--- src/rtl/fmul_seq_ctrl.sv ---
// Sequential 8x8 multiplier controller (MUL/MULS/MULSU/FMUL/FMULS/FMULSU), one multiplier bit per clock.
// Optional macro FMUL_SEQ_CTRL_FLAGS_EN enables the carry/zero flags; otherwise o_c and o_z stay 0.
module fmul_seq_ctrl (
  input  logic       i_clk,
  input  logic       i_rst,
  input  logic       i_start,
  input  logic [2:0] i_op,
  input  logic [7:0] i_rd,
  input  logic [7:0] i_rr,
  output logic       o_busy,
  output logic       o_done,
  output logic       o_err,
  output logic [7:0] o_r1,
  output logic [7:0] o_r0,
  output logic       o_c,
  output logic       o_z
);

  typedef enum logic [1:0] {
    IDLE,
    CALC,
    DONE
  } state_t;

  state_t      state;
  logic [15:0] mcand;
  logic [7:0]  mplier;
  logic [15:0] acc;
  logic [2:0]  cnt;
  logic        rr_sgn_q;
  logic        frac_q;

  logic        legal;
  logic        rd_sgn;
  logic        rr_sgn;
  logic        frac;
  logic [15:0] addend;
  logic [15:0] acc_next;
  logic [15:0] res;
  logic        c_fin;
  logic        z_fin;
  logic        z_ill;

  always_comb begin
    legal  = 1'b1;
    rd_sgn = 1'b0;
    rr_sgn = 1'b0;
    frac   = 1'b0;
    case (i_op)
      3'b000: ;
      3'b001: begin rd_sgn = 1'b1; rr_sgn = 1'b1; end
      3'b010: rd_sgn = 1'b1;
      3'b011: frac = 1'b1;
      3'b100: begin rd_sgn = 1'b1; rr_sgn = 1'b1; frac = 1'b1; end
      3'b101: begin rd_sgn = 1'b1; frac = 1'b1; end
      default: legal = 1'b0;
    endcase
  end

  // A signed multiplier's bit 7 carries weight -128, so the final step subtracts.
  always_comb begin
    addend   = mplier[0] ? mcand : '0;
    acc_next = (cnt == 3'd7 && rr_sgn_q) ? acc - addend : acc + addend;
    res      = frac_q ? {acc_next[14:0], 1'b0} : acc_next;
`ifdef FMUL_SEQ_CTRL_FLAGS_EN
    c_fin = acc_next[15];
    z_fin = (res == '0);
    z_ill = 1'b1;
`else
    c_fin = 1'b0;
    z_fin = 1'b0;
    z_ill = 1'b0;
`endif
  end

  always_ff @(posedge i_clk) begin
    if (i_rst) begin
      state    <= IDLE;
      mcand    <= '0;
      mplier   <= '0;
      acc      <= '0;
      cnt      <= '0;
      rr_sgn_q <= 1'b0;
      frac_q   <= 1'b0;
      o_busy   <= 1'b0;
      o_done   <= 1'b0;
      o_err    <= 1'b0;
      o_r1     <= '0;
      o_r0     <= '0;
      o_c      <= 1'b0;
      o_z      <= 1'b0;
    end else begin
      case (state)
        IDLE, DONE: begin
          if (i_start) begin
            cnt      <= '0;
            acc      <= '0;
            mcand    <= rd_sgn ? {{8{i_rd[7]}}, i_rd} : {8'h00, i_rd};
            mplier   <= i_rr;
            rr_sgn_q <= rr_sgn;
            frac_q   <= frac;
            if (legal) begin
              state  <= CALC;
              o_busy <= 1'b1;
              o_done <= 1'b0;
            end else begin
              state  <= DONE;
              o_done <= 1'b1;
              o_err  <= 1'b1;
              o_r1   <= '0;
              o_r0   <= '0;
              o_c    <= 1'b0;
              o_z    <= z_ill;
            end
          end else begin
            state  <= IDLE;
            o_done <= 1'b0;
          end
        end
        CALC: begin
          acc    <= acc_next;
          mcand  <= mcand << 1;
          mplier <= mplier >> 1;
          cnt    <= cnt + 3'd1;
          if (cnt == 3'd7) begin
            state  <= DONE;
            o_busy <= 1'b0;
            o_done <= 1'b1;
            o_err  <= 1'b0;
            o_r1   <= res[15:8];
            o_r0   <= res[7:0];
            o_c    <= c_fin;
            o_z    <= z_fin;
          end
        end
        default: begin
          state  <= IDLE;
          o_busy <= 1'b0;
          o_done <= 1'b0;
        end
      endcase
    end
  end

endmodule

--- config.mk ---
export PLATFORM = sky130hd
export DESIGN_NAME = fmul_seq_ctrl
export DESIGN_NICKNAME = d
export VERILOG_FILES = /design/src/rtl/fmul_seq_ctrl.sv
export SDC_FILE = /design/constraint.sdc
export NUM_CORES = 1
export LEC_CHECK = 0
export ABC_AREA = 1
export CORE_ASPECT_RATIO = 0.75
export CORE_MARGIN = 5
export CORE_UTILIZATION = 45
export DETAILED_ROUTE_END_ITERATION = 12
export MAX_ROUTING_LAYER = met4
export PLACE_DENSITY = 0.66
export SYNTH_ARGS = -nofsm -noshare
export SYNTH_HDL_FRONTEND = slang
export SYNTH_SLANG_ARGS = --single-unit
--- constraint.sdc ---
create_clock -name i_clk -period 3.12 [get_ports i_clk]
set_clock_uncertainty 0.05 [all_clocks]
set_input_delay 0.624 -clock i_clk [delete_from_list [all_inputs] [get_ports i_clk]]
set_output_delay 0.624 -clock i_clk [all_outputs]
set_load 0.02 [all_outputs]
==> impl_summary.md <==
Finish
The number of filler instances in the final layout is 856. The post-route netlist has 14.6% of its cells at a drive strength greater than 1. In the final design database the tool counted 681 nets. Leaving out fill and tap cells, the most frequent cells in the layout are nand2_1, dfxtp_1, inv_1. 0 antenna diodes ended up in the layout. From synthesis to final layout, the design area changed by 24.0%. Leaving out fill and tap cells, the most frequent cell in the layout is nand2_1.

Detailed routing
The post-detailed-routing wire length is 11,000 um. The violation count after the first detailed-route iteration is 222. For this run, the detailed router's first-pass iteration total came to 4. The number of vias after detailed routing is 3,913. In this run the remaining antenna-violating nets after routing total 0. In the final routed layout, each cell accounts on average for 14.6 um. The DRC violation count after routing is 0. In the routed layout, each cell is associated on average with a via count of 5.20.

Job
The reported max-cap violation count is 0.

Placed design
The number of buffers inserted by port buffering is 40. At the placement stage, the worst setup path has a slack of 0.0624 ns. At the end of routability-driven placement, the weighted congestion stood at 0.894. The HPWL after detailed placement is 8130 um.

Setup path
The endpoint required time on the critical path is 3.28 ns. In this run the critical register-to-register path is launched from mplier[0]$_SDFFE_PP0P_. The nature of the critical path startpoint is a register. The critical path is of the reg -> reg type. Data on the critical path arrives at its endpoint at 3.08 ns.

The maximum fanout along the worst path is 9. The timing startpoint of the critical path is mplier[0]$_SDFFE_PP0P_. The worst setup path is captured at a register.

Logic synthesis
The post-synthesis sequential area ratio is 32.3%. The total of warnings raised by yosys is 0. The number of instances in the synthesized netlist is 601. The number of synthesized register bits is 65. The average instance area after synthesis is 6.71 um2. The synthesized netlist occupies a cell area of 4030 um2. The number of different library cells in the post-synthesis netlist is 42.

Power and ir drop
The total power divided by cell area is 702 nW/um2. The worst IR drop on VDD is 390 uV. Summed over all cells, the static leakage comes to 2.25 nW.

Global route
For this run the aggregate overflow at the end of global routing stands at 0. The maximum number of pins on one net before global-route repair is 33. The first global-routing pass estimated 18,400 um of wire. The initial antenna violation count is 0. The overall routing resource usage is 21.4%. The via count of the first global-routing pass was 3,748.

Clock network
For the worst-skew pair, the clock arrives at the later sink with an insertion delay of 0.34 ns. For this design, the CTS-stage hold fixing added 0 buffers. The clock sink count is 65. The clock transition time at the flip-flop clock pins of the worst setup and hold paths is 0.06 ns.

TritonCTS created 9 clock buffers. In this run the deepest clock path goes through 2 buffers. The clock tree synthesis step divided the H-tree into 3 levels. TritonCTS built the clock tree. The clock root buffer is clkbuf_16.

Timing
Hold timing on the final database bottoms out at a slack of 0.416 ns. The final critical-path required period is 2.92 ns. The final clock period utilization by the worst path is 93.6%. The number of max-slew violations in the final report is 0. For the pin with the worst max-slew slack, the measured transition is 0.654 ns.

Across all setup checks in the final design, the least slack found is 0.199 ns. The remaining max-slew budget at the tightest pin is 56.3%. The maximum frequency from static timing analysis is 342 MHz. The hold violation count in the final report was 0. The setup-violating endpoint count in the final report is 0.

Status
The run finished with clean final reports.

Floorplan
The initial utilization of the core area, before any placement, comes to 46.9%. The floorplan die area is 11,000 um2. Pin placement for this block handled 43 I/O pins. In this run the vertical extent of the chip is 92.0 um.

The core box area is 8600 um2. The floorplan has 29 rows. The floorplan step set the die width to 119 um.

Worst hold path
The source of the worst hold timing path is o_r1[5]$_SDFFE_PP0P_. The min-delay analysis places its worst path in the category reg -> reg.
## stage by stage
stage	instances	instance area (um2)	power (mW)	setup TNS (ns)	util, %
floorplan	602	4040	1.93	0	-
global placement	734	4500	2.24	0	52.3
detailed placement	734	4500	2.25	0	52.3
CTS	750	4820	3.35	0	56.1
global route	753	5000	3.76	-0.0474	58.2
finish	753	5000	3.51	0	58.2
## kinds of logic after synthesis
family,Yosys count,synth area share [%]
AO/OA/AOI/OAI,100,14.1
flip-flops,65,32.3
other,1,0.0930
XOR/XNOR,20,4.34
buffers and inverters,88,9.28
adder cells (fa/ha/maj),19,6.08
AND/OR/NAND/NOR,308,33.9
## synthesized netlist by cell type, drive strengths merged
library cell / instances / area, um2
o221ai: 4 / 35.0
fa: 1 / 20.0
or2: 5 / 31.3
buf: 13 / 91.3
clkbuf: 12 / 46.3
o21a: 1 / 7.51
ha: 18 / 225
o31ai: 2 / 15.0
a31o: 1 / 8.76
nand3: 40 / 220
a31oi: 10 / 62.6
conb: 1 / 3.75
o21ai: 21 / 109
o211ai: 6 / 45.0
clkinv: 1 / 3.75
dfxtp: 65 / 1300
nand2: 191 / 774
nor2: 52 / 230
o22ai: 1 / 6.26
nor3: 13 / 65.1
a21oi: 52 / 264
inv: 62 / 233
xnor2: 5 / 43.8
xor2: 15 / 131
and2: 1 / 6.26
o21bai: 2 / 15.0
nand4: 6 / 37.5
## sequential cells by signal, summed over array words and instances, names as in the netlist
register  count
rr_sgn_q      1
mcand        16
cnt           3
o_r1          8
o_done        1
acc          16
state         1
mplier        8
frac_q        1
o_err         1
o_r0          8
o_busy        1
## power breakdown
group,internal [mW],leakage (nW),switching [mW]
clock network,0.699,0.152,0.395
registers,0.894,0.531,0.0590
logic,0.539,1.57,0.923
total,2.13,2.25,1.38
## timing repair
| item | 4_1_cts | 5_1_grt |
|---|---|---|
| resized for setup | 0 | 45 |
| buffers inserted | 0 | 3 |
| setup endpoints to repair | 0 | 22 |
## worst paths after layout
path                               end  slack (ns)  cells past startpoint
setup / recovery  o_r1[6]$_SDFFE_PP0P_        0.20                     16
setup reg to reg  o_r1[6]$_SDFFE_PP0P_        0.20                     16
hold / removal    o_r1[5]$_SDFFE_PP0P_        0.42                      2
hold reg to reg   o_r1[5]$_SDFFE_PP0P_        0.42                      2
## final cells by class
| type | instances | area, um2 | area share (%) |
|---|---|---|---|
| multi-input combinational | 449 | 2510 | 50.3 |
| sequential | 65 | 1310 | 26.1 |
| timing repair buffer | 52 | 492 | 9.83 |
| inverter | 63 | 236 | 4.73 |
| clock buffer | 9 | 225 | 4.50 |
| tap | 108 | 135 | 2.70 |
| clock inverter | 7 | 93.8 | 1.88 |
## critical path, stage by stage, from the launching register on
cell	delay, ns
dfxtp_4	0.37
buf_2	0.17
buf_6	0.16
nand2_4	0.08
nand2_2	0.08
o31ai_1	0.31
xor2_1	0.24
ha_2	0.35
nand2_1	0.16
nor2_2	0.06
buf_4	0.13
a21oi_2	0.15
nand2_1	0.10
nand2_2	0.11
nand3_1	0.08
nand3_1	0.11
a21oi_1	0.07
## per-layer routing
layer | up-vias | routed length, um | share of wire, % | GRT usage, %
met3 | 15 | 618 | 5.6 | 4.92
met5 | - | 0 | 0 | -
met2 | 72 | 4450 | 41 | 30.4
li1 | 2024 | - | - | -
met4 | 0 | 127 | 1.2 | 5.34
met1 | 1802 | 5790 | 53 | 30.7
Power figures use the tool's default switching activity.
